`config.mk`:
```
export PLATFORM = sky130hd
export DESIGN_NAME = sprite_anim_sequencer_flat
export DESIGN_NICKNAME = d
export VERILOG_FILES = /design/src/rtl/sprite_anim_sequencer_pkg.sv /design/src/rtl/sprite_anim_sequencer_if.sv /design/src/rtl/sprite_anim_sequencer_frame_tick_counter.sv /design/src/rtl/sprite_anim_sequencer.sv /design/src/flat_wrapper.sv
export SDC_FILE = /design/constraint.sdc
export NUM_CORES = 1
export LEC_CHECK = 0
export ABC_CLOCK_PERIOD_IN_PS = 2600
export BUFFER_PORTS_ARGS = -buffer_cell sky130_fd_sc_hd__buf_4
export CAP_MARGIN = 5
export CORE_UTILIZATION = 56
export CTS_CLUSTER_SIZE = 24
export DETAILED_ROUTE_END_ITERATION = 7
export GPL_ROUTABILITY_DRIVEN = 0
export PLACE_DENSITY = 0.78
export RECOVER_POWER = 25
export SETUP_SLACK_MARGIN = 0.02
export SLEW_MARGIN = 10
export SYNTH_ARGS = -nofsm -noshare
export SYNTH_HDL_FRONTEND = slang
export SYNTH_SLANG_ARGS = --single-unit
```
`constraint.sdc`:
```
create_clock -name clk -period 2.6 [get_ports clk]
set_input_delay 0.26 -clock clk [delete_from_list [all_inputs] [get_ports clk]]
set_output_delay 0.26 -clock clk [all_outputs]
set_load 0.01 [all_outputs]
```
`src/rtl/sprite_anim_sequencer_pkg.sv`:
```
// -----------------------------------------------------------------------------
// sprite_anim_pkg
// Shared types and defaults for the sprite animation sequencer.
//   state_t      : sequencer FSM state (IDLE, WALK, HIT)
//   DEF_*        : default parameter values for the top module
//   cnt_w()      : width of a down-counter that must hold n-1 (never below 1)
// -----------------------------------------------------------------------------
package sprite_anim_pkg;

    typedef enum logic [1:0] {
        ST_IDLE = 2'd0,
        ST_WALK = 2'd1,
        ST_HIT  = 2'd2
    } state_t;

    localparam int DEF_NUM_FRAMES   = 4;
    localparam int DEF_FRAME_W      = 2;
    localparam int DEF_FRAME_PERIOD = 6;
    localparam int DEF_BLINK_FRAMES = 24;
    localparam int DEF_BLINK_PERIOD = 4;

    // $clog2(1) is 0, which would give a zero-width counter; clamp to 1 bit.
    function automatic int cnt_w(input int n);
        return (n <= 1) ? 1 : $clog2(n);
    endfunction

endpackage

```
`src/rtl/sprite_anim_sequencer_if.sv`:
```
// -----------------------------------------------------------------------------
// sprite_anim_sequencer_if
// Bundles the game-logic side of the sprite animation sequencer.
//   Inputs to the sequencer : startOfFrame, moveLeft, moveRight, hit, freeze
//   Outputs of the sequencer: flipX, frameIdx, visible, hitActive, state
// Handshake: there is no valid/ready pair. startOfFrame is a one-cycle
// qualifier pulse with no backpressure; hit is a one-cycle event that the
// sequencer always accepts (it is latched until the next unfrozen frame
// start); move*/freeze are levels; all outputs are registered levels that
// hold for a whole video frame. state is a debug view of the FSM.
// -----------------------------------------------------------------------------
interface sprite_anim_sequencer_if #(
    parameter int FRAME_W = sprite_anim_pkg::DEF_FRAME_W
);
    logic                   startOfFrame;
    logic                   moveLeft;
    logic                   moveRight;
    logic                   hit;
    logic                   freeze;
    logic                   flipX;
    logic [FRAME_W-1:0]     frameIdx;
    logic                   visible;
    logic                   hitActive;
    sprite_anim_pkg::state_t state;

    // Game logic / bench side.
    modport master (
        output startOfFrame, moveLeft, moveRight, hit, freeze,
        input  flipX, frameIdx, visible, hitActive, state
    );

    // Sequencer side.
    modport slave (
        input  startOfFrame, moveLeft, moveRight, hit, freeze,
        output flipX, frameIdx, visible, hitActive, state
    );
endinterface

```
`src/rtl/sprite_anim_sequencer_frame_tick_counter.sv`:
```
// -----------------------------------------------------------------------------
// frame_tick_counter
// Loadable down-counter advanced once per unfrozen video frame.
//   clk, reset : clock, asynchronous active-high reset (count -> 0)
//   load       : count <= RELOAD (has priority over tick)
//   tick       : decrement by one, saturating at zero
//   zero       : count == 0
// -----------------------------------------------------------------------------
module frame_tick_counter #(
    parameter int              WIDTH  = 3,
    parameter logic [WIDTH-1:0] RELOAD = '0
) (
    input  logic clk,
    input  logic reset,
    input  logic load,
    input  logic tick,
    output logic zero
);

    logic [WIDTH-1:0] count;

    always_ff @(posedge clk or posedge reset) begin
        if (reset) begin
            count <= '0;
        end else if (load) begin
            count <= RELOAD;
        end else if (tick && (count != '0)) begin
            count <= count - 1'b1;
        end
    end

    assign zero = (count == '0);

endmodule

```
`src/rtl/sprite_anim_sequencer.sv`:
```
// -----------------------------------------------------------------------------
// sprite_anim_sequencer
// Per-sprite animation controller. Once per unfrozen video frame it decides
// facing direction (flipX), steps the walk-cycle frame index and runs the
// hit-blink sequence that gates visibility. All decisions happen on the
// frame-start edge so a frame is never drawn half-mirrored.
//   clk   : system clock
//   reset : asynchronous, active-high reset
//   bus   : slave side of sprite_anim_sequencer_if (inputs startOfFrame,
//           moveLeft, moveRight, hit, freeze; registered outputs flipX,
//           frameIdx, visible, hitActive, debug state)
// -----------------------------------------------------------------------------
module sprite_anim_sequencer
    import sprite_anim_pkg::*;
#(
    parameter int NUM_FRAMES   = DEF_NUM_FRAMES,
    parameter int FRAME_W      = DEF_FRAME_W,
    parameter int FRAME_PERIOD = DEF_FRAME_PERIOD,
    parameter int BLINK_FRAMES = DEF_BLINK_FRAMES,
    parameter int BLINK_PERIOD = DEF_BLINK_PERIOD
) (
    input  logic                  clk,
    input  logic                  reset,
    sprite_anim_sequencer_if.slave bus
);

    localparam int WALK_W  = cnt_w(FRAME_PERIOD);
    localparam int BLINK_W = cnt_w(BLINK_FRAMES);
    localparam int PHASE_W = cnt_w(BLINK_PERIOD);
    localparam logic [FRAME_W-1:0] LAST_FRAME = FRAME_W'(NUM_FRAMES - 1);

    state_t state, state_next;
    logic   hit_latch;

    logic   sof;
    logic   moving;
    logic   hit_pend;

    logic   walk_load, walk_tick, walk_zero;
    logic   blink_load, blink_tick, blink_zero;
    logic   phase_load, phase_tick, phase_zero;

    logic               flip_next;
    logic [FRAME_W-1:0] frame_next;
    logic               visible_next;
    logic               hit_active_next;

    // Freeze masks the frame start entirely; only the hit latch keeps working.
    assign sof    = bus.startOfFrame & ~bus.freeze;
    assign moving = bus.moveLeft ^ bus.moveRight;
    // A hit arriving on the same edge as the frame start is consumed there.
    assign hit_pend = hit_latch | bus.hit;

    // ---------------------------------------------------------------- counters
    frame_tick_counter #(
        .WIDTH (WALK_W),
        .RELOAD(WALK_W'(FRAME_PERIOD - 1))
    ) u_walk_cnt (
        .clk  (clk),
        .reset(reset),
        .load (walk_load),
        .tick (walk_tick),
        .zero (walk_zero)
    );

    frame_tick_counter #(
        .WIDTH (BLINK_W),
        .RELOAD(BLINK_W'(BLINK_FRAMES - 1))
    ) u_blink_cnt (
        .clk  (clk),
        .reset(reset),
        .load (blink_load),
        .tick (blink_tick),
        .zero (blink_zero)
    );

    frame_tick_counter #(
        .WIDTH (PHASE_W),
        .RELOAD(PHASE_W'(BLINK_PERIOD - 1))
    ) u_phase_cnt (
        .clk  (clk),
        .reset(reset),
        .load (phase_load),
        .tick (phase_tick),
        .zero (phase_zero)
    );

    // ------------------------------------------------------ state register
    // Also holds the hit latch and the registered outputs.
    always_ff @(posedge clk or posedge reset) begin
        if (reset) begin
            state         <= ST_IDLE;
            hit_latch     <= 1'b0;
            bus.flipX     <= 1'b0;
            bus.frameIdx  <= '0;
            bus.visible   <= 1'b1;
            bus.hitActive <= 1'b0;
        end else begin
            state         <= state_next;
            bus.flipX     <= flip_next;
            bus.frameIdx  <= frame_next;
            bus.visible   <= visible_next;
            bus.hitActive <= hit_active_next;
            if (sof) begin
                hit_latch <= 1'b0;
            end else if (bus.hit) begin
                hit_latch <= 1'b1;
            end
        end
    end

    assign bus.state = state;

    // ---------------------------------------------------------- next state
    always_comb begin
        state_next = state;
        if (sof) begin
            unique case (state)
                ST_IDLE: begin
                    if (hit_pend) begin
                        state_next = ST_HIT;
                    end else if (moving) begin
                        state_next = ST_WALK;
                    end
                end
                ST_WALK: begin
                    if (hit_pend) begin
                        state_next = ST_HIT;
                    end else if (!moving) begin
                        state_next = ST_IDLE;
                    end
                end
                ST_HIT: begin
                    if (hit_pend) begin
                        state_next = ST_HIT;
                    end else if (blink_zero) begin
                        state_next = moving ? ST_WALK : ST_IDLE;
                    end
                end
                default: state_next = ST_IDLE;
            endcase
        end
    end

    // ------------------------------------------------- outputs and counters
    always_comb begin
        walk_load       = 1'b0;
        walk_tick       = 1'b0;
        blink_load      = 1'b0;
        blink_tick      = 1'b0;
        phase_load      = 1'b0;
        phase_tick      = 1'b0;
        flip_next       = bus.flipX;
        frame_next      = bus.frameIdx;
        visible_next    = bus.visible;
        hit_active_next = bus.hitActive;

        if (sof) begin
            // Facing direction is frozen while blinking.
            if (state != ST_HIT) begin
                if (bus.moveLeft && !bus.moveRight) begin
                    flip_next = 1'b1;
                end else if (bus.moveRight && !bus.moveLeft) begin
                    flip_next = 1'b0;
                end
            end

            if (hit_pend) begin
                // Entry into HIT from any state, including a full restart.
                blink_load      = 1'b1;
                phase_load      = 1'b1;
                visible_next    = 1'b0;
                hit_active_next = 1'b1;
            end else begin
                unique case (state)
                    ST_IDLE: begin
                        frame_next = '0;
                        if (moving) begin
                            walk_load = 1'b1;
                        end
                    end
                    ST_WALK: begin
                        if (!moving) begin
                            frame_next = '0;
                        end else if (walk_zero) begin
                            frame_next = (bus.frameIdx == LAST_FRAME) ? '0
                                                                      : bus.frameIdx + 1'b1;
                            walk_load  = 1'b1;
                        end else begin
                            walk_tick = 1'b1;
                        end
                    end
                    ST_HIT: begin
                        if (blink_zero) begin
                            visible_next    = 1'b1;
                            hit_active_next = 1'b0;
                            if (moving) begin
                                walk_load = 1'b1;
                            end else begin
                                frame_next = '0;
                            end
                        end else begin
                            blink_tick = 1'b1;
                            if (phase_zero) begin
                                visible_next = ~bus.visible;
                                phase_load   = 1'b1;
                            end else begin
                                phase_tick = 1'b1;
                            end
                        end
                    end
                    default: frame_next = '0;
                endcase
            end
        end
    end

endmodule

```
`src/flat_wrapper.sv`:
```
// flat-port wrapper written by rule: the top's interface ports become plain ports
module sprite_anim_sequencer_flat import sprite_anim_pkg::*;
#(
    parameter int NUM_FRAMES   = DEF_NUM_FRAMES,
    parameter int FRAME_W      = DEF_FRAME_W,
    parameter int FRAME_PERIOD = DEF_FRAME_PERIOD,
    parameter int BLINK_FRAMES = DEF_BLINK_FRAMES,
    parameter int BLINK_PERIOD = DEF_BLINK_PERIOD
)
  (clk, reset, bus_startOfFrame, bus_moveLeft, bus_moveRight, bus_hit, bus_freeze, bus_flipX, bus_frameIdx, bus_visible, bus_hitActive, bus_state);
  sprite_anim_sequencer_if #(.FRAME_W(FRAME_W)) bus_i ();
  input  logic clk;
  input  logic reset;
  input wire logic [$bits(bus_i.startOfFrame)-1:0] bus_startOfFrame;
  input wire logic [$bits(bus_i.moveLeft)-1:0] bus_moveLeft;
  input wire logic [$bits(bus_i.moveRight)-1:0] bus_moveRight;
  input wire logic [$bits(bus_i.hit)-1:0] bus_hit;
  input wire logic [$bits(bus_i.freeze)-1:0] bus_freeze;
  output wire logic [$bits(bus_i.flipX)-1:0] bus_flipX;
  output wire logic [$bits(bus_i.frameIdx)-1:0] bus_frameIdx;
  output wire logic [$bits(bus_i.visible)-1:0] bus_visible;
  output wire logic [$bits(bus_i.hitActive)-1:0] bus_hitActive;
  output wire logic [$bits(bus_i.state)-1:0] bus_state;
  assign bus_i.startOfFrame = bus_startOfFrame;
  assign bus_i.moveLeft = bus_moveLeft;
  assign bus_i.moveRight = bus_moveRight;
  assign bus_i.hit = bus_hit;
  assign bus_i.freeze = bus_freeze;
  assign bus_flipX = bus_i.flipX;
  assign bus_frameIdx = bus_i.frameIdx;
  assign bus_visible = bus_i.visible;
  assign bus_hitActive = bus_i.hitActive;
  assign bus_state = bus_i.state;
  sprite_anim_sequencer #(.NUM_FRAMES(NUM_FRAMES), .FRAME_W(FRAME_W), .FRAME_PERIOD(FRAME_PERIOD), .BLINK_FRAMES(BLINK_FRAMES), .BLINK_PERIOD(BLINK_PERIOD)) u_core (.clk(clk), .reset(reset), .bus(bus_i));
endmodule
```
==> summary.txt <==
Status
  • Outcome: complete, no violations

STA
  • Hold Vio Cnt, Final: 0
  • Highest clock rate: 0.492 GHz
  • Worst slew margin relative to its limit: 54.8%
  • TNS Setup: 0 ps
  • Final clock period utilization by the worst path: roughly four fifths
  • Endpoints failing setup: 0
  • Fin Hold WS: 57.7 ps
  • Final number of max-transition violations: 0
  • Time the worst path needs with I/O delays and setup: approximately 2000 ps
  • Fin worst setup slack: 567 ps
  • Post-route clock skew: a little over 2 ps
  • Slew at the pin closest to its max-slew limit: 677 ps
  • Setup repair after global routing missed its margin: false

Die
  • Chip Height: 46.0 um
  • Core Rows: 15
  • Core ar.: about 1800 um^2
  • Horizontal die dimension: about 46 um
  • Starting Density: 61.4%
  • Number of top-level pins: 14
  • Die outline area: 2110 um^2

Yosys
  • Ys async rst share: 100%
  • Share of the yosys chip area belonging to registers: 41.7%
  • Prevailing post-synth register cell: dfrtp_1
  • Synth Warn #: 0
  • Number of unique standard cell types used by synthesis: 36
  • Synthesized area per cell: 9.94 um^2
  • Most instantiated cells after synthesis: 17 x dfrtp_1, 14 x nand2_1, 11 x ha_1, 11 x inv_1, 6 x nor2_1
  • Flip-flop and latch count after synthesis: 18
  • Post-Synthesis Cell Area: 1080 um^2
  • Portion of synthesized cell area occupied by the leading cell type: roughly two fifths
  • Post-synth net total: about 130
  • Post-synthesis instance total: 109
  • Number of enable flip-flop cells after synthesis: 0
  • Cell type with the largest total area after synthesis: dfrtp_1
  • Most frequent cell after synthesis: dfrtp_1
  • Top post-synthesis cells by area: dfrtp_1 39%, ha_1 13%, nand2_1 4.8%, inv_1 3.8%, nor3b_1 2.8%

Final layout
  • Antenna diode instance count: 0
  • Final-layout fill cell count: 152
  • Post-route cell area: about 1200 um^2
  • Utilization of the core after routing: a little over two thirds
  • Synthesis-to-layout area growth: 14.0%
  • Fraction of final layout cells with drive strength greater than 1: 18.4%
  • Non-filler instance count after layout: 150
  • Nets: 144

Drt
  • Remaining antenna violation count after routing: 0
  • Final routed wirelength across all metal layers: about 1900 um
  • Average wire per cell in the routed design: 13.0 um
  • Final routed DRC violation total: 0
  • Number of iterations in the first detailed-routing pass: 4
  • Vias: 831
  • Average via count per standard cell: between 5 and 6
  • Drt first-iter violations: 11

Placement
  • Post-placement cell count: 146
  • Count of input and output buffers: 13
  • Placement Cell Area: 1210 um^2
  • Placed wire-length estimate after detailed placement: ~1500 um
  • Setup slack at placement: 572 ps

Run
  • Max cap viols: 0

Global route
  • Aggregate global-route resource usage: 22.4%
  • Grt total ovfl: 0
  • Number of antenna violations at the first check in global routing: 0
  • Number of global-route vias before repair: 823
  • Wire length of the first global-routing pass: 3340 um
  • Largest net degree at the start of global routing: 19

Worst setup path
  • Worst setup SP type: flop
  • Maximum fanout along the worst path: 3
  • Kind of end point of the critical path: flop
  • Type of the setup path with the least slack: flop to flop
  • Critical path data required time: about 2800 ps
  • Arrival time of data at the critical path endpoint: 2220 ps

Power and ir drop
  • Worst supply voltage drop on vdd: 0.321 mV
  • Overall power: 0.773 mW
  • Power Density: roughly 630 nW/um^2
  • Total leakage power: 0.579 nW

Clock tree
  • Number of sinks on the clock net: 18
  • Max clock buf depth: 2
  • Cts-stage hold buffer count: 0
  • CTS tree: done
  • CTS resizes: 0
  • Buffer cell driving the clock tree root: clkbuf_4
  • Number of H-tree branching levels: 1
  • Post-CTS setup-driven buffer insertion count: 0
  • Clock-pin slew on the worst setup and hold paths: 110 ps
  • Clock latency on the worst-skew pair: approximately 290 ps
  • CTS Buf Count: 3

Hold path
  • Class of the tightest hold or removal check: input port to asynchronous set/reset pin
[path summary, 6_finish.rpt]
| path | cells after the start | endpoint | from | slack, ps |
|---|---|---|---|---|
| max reg2reg | 6 | u_core.bus.frameIdx[0] | u_core.u_blink_cnt.count[0] | 570 |
| max | 6 | u_core.bus.frameIdx[0] | u_core.u_blink_cnt.count[0] | 570 |
| min in group clk | 3 | u_core.hit_latch | bus_hit | 250 |
| max in group asynchronous | 2 | u_core.u_walk_cnt.count[0] | reset | 2110 |
| min reg2reg | 1 | u_core.u_phase_cnt.count[0] | u_core.u_phase_cnt.count[0] | 510 |
| min | 2 | u_core.u_blink_cnt.count[1] | reset | 60 |
[power by group]
| group | switching (mW) | internal [mW] | leakage, nW | total [mW] |
|---|---|---|---|---|
| registers | 0.0385 | 0.329 | 0.202 | 0.367 |
| logic | 0.138 | 0.118 | 0.362 | 0.256 |
| clock network | 0.0895 | 0.0597 | 0.0150 | 0.149 |
| total | 0.266 | 0.507 | 0.579 | 0.773 |
[flip-flops by register name (all words and copies together), names as in the netlist]
signal                    cells
u_core.bus.frameIdx           2
u_core.u_walk_cnt.count       3
u_core.bus.visible            1
u_core.bus.hitActive          1
u_core.bus.flipX              1
u_core.u_phase_cnt.count      2
u_core.u_blink_cnt.count      5
u_core.bus.state              2
u_core.hit_latch              1
[cell families after synthesis]
logic type,synth area share [%]
xor gates and xnor gates,4.04
DFF,41.7
and+or+nand+nor,22.6
buffers and inverters,4.16
AOI/OAI and AO/OA,10.9
muxes,3.93
adders and majority gates,12.7
[area by class of cell]
| type | instances | area (um^2) | share of cell area (%) |
|---|---|---|---|
| sequential | 18 | 452 | 36.6 |
| tap | 25 | 31.3 | 2.53 |
| inverter | 11 | 41.3 | 3.34 |
| clock buffer | 4 | 26.3 | 2.13 |
| timing repair buffer | 13 | 97.6 | 7.90 |
| multi-input combinational | 79 | 587 | 47.5 |
[per-layer routing]
layer	part of all wire [%]	global-route usage, %	up-vias
met3	3.4	5.16	4
met1	47	27.5	390
met4	1.0	10.6	0
met5	0	0	-
met2	48	36.6	21
li1	-	-	416
[critical path, cell delays in order (launching register included)]
cell and delay, ps:
dfrtp_1 390, inv_1 110, ha_1 160, nor4b_1 460
nand2_1 100, a21boi_0 320, mux2_2 380
[cell usage in the layout (no fill, tap or decap), drive strengths merged, types with 2 or more instances in the layout]
master,count
nor2b,2
clkbuf,5
nor3b,4
inv,11
or4b,2
xnor2,2
nand2,14
nor2,6
nand2b,2
o21ai,6
mux2,2
and3,2
mux2i,2
ha,11
xor2,3
nand4,3
nor3,2
dfrtp,17
o31ai,2
nor4b,2
buf,12
Note: power is estimated with default switching activity, not from simulation.
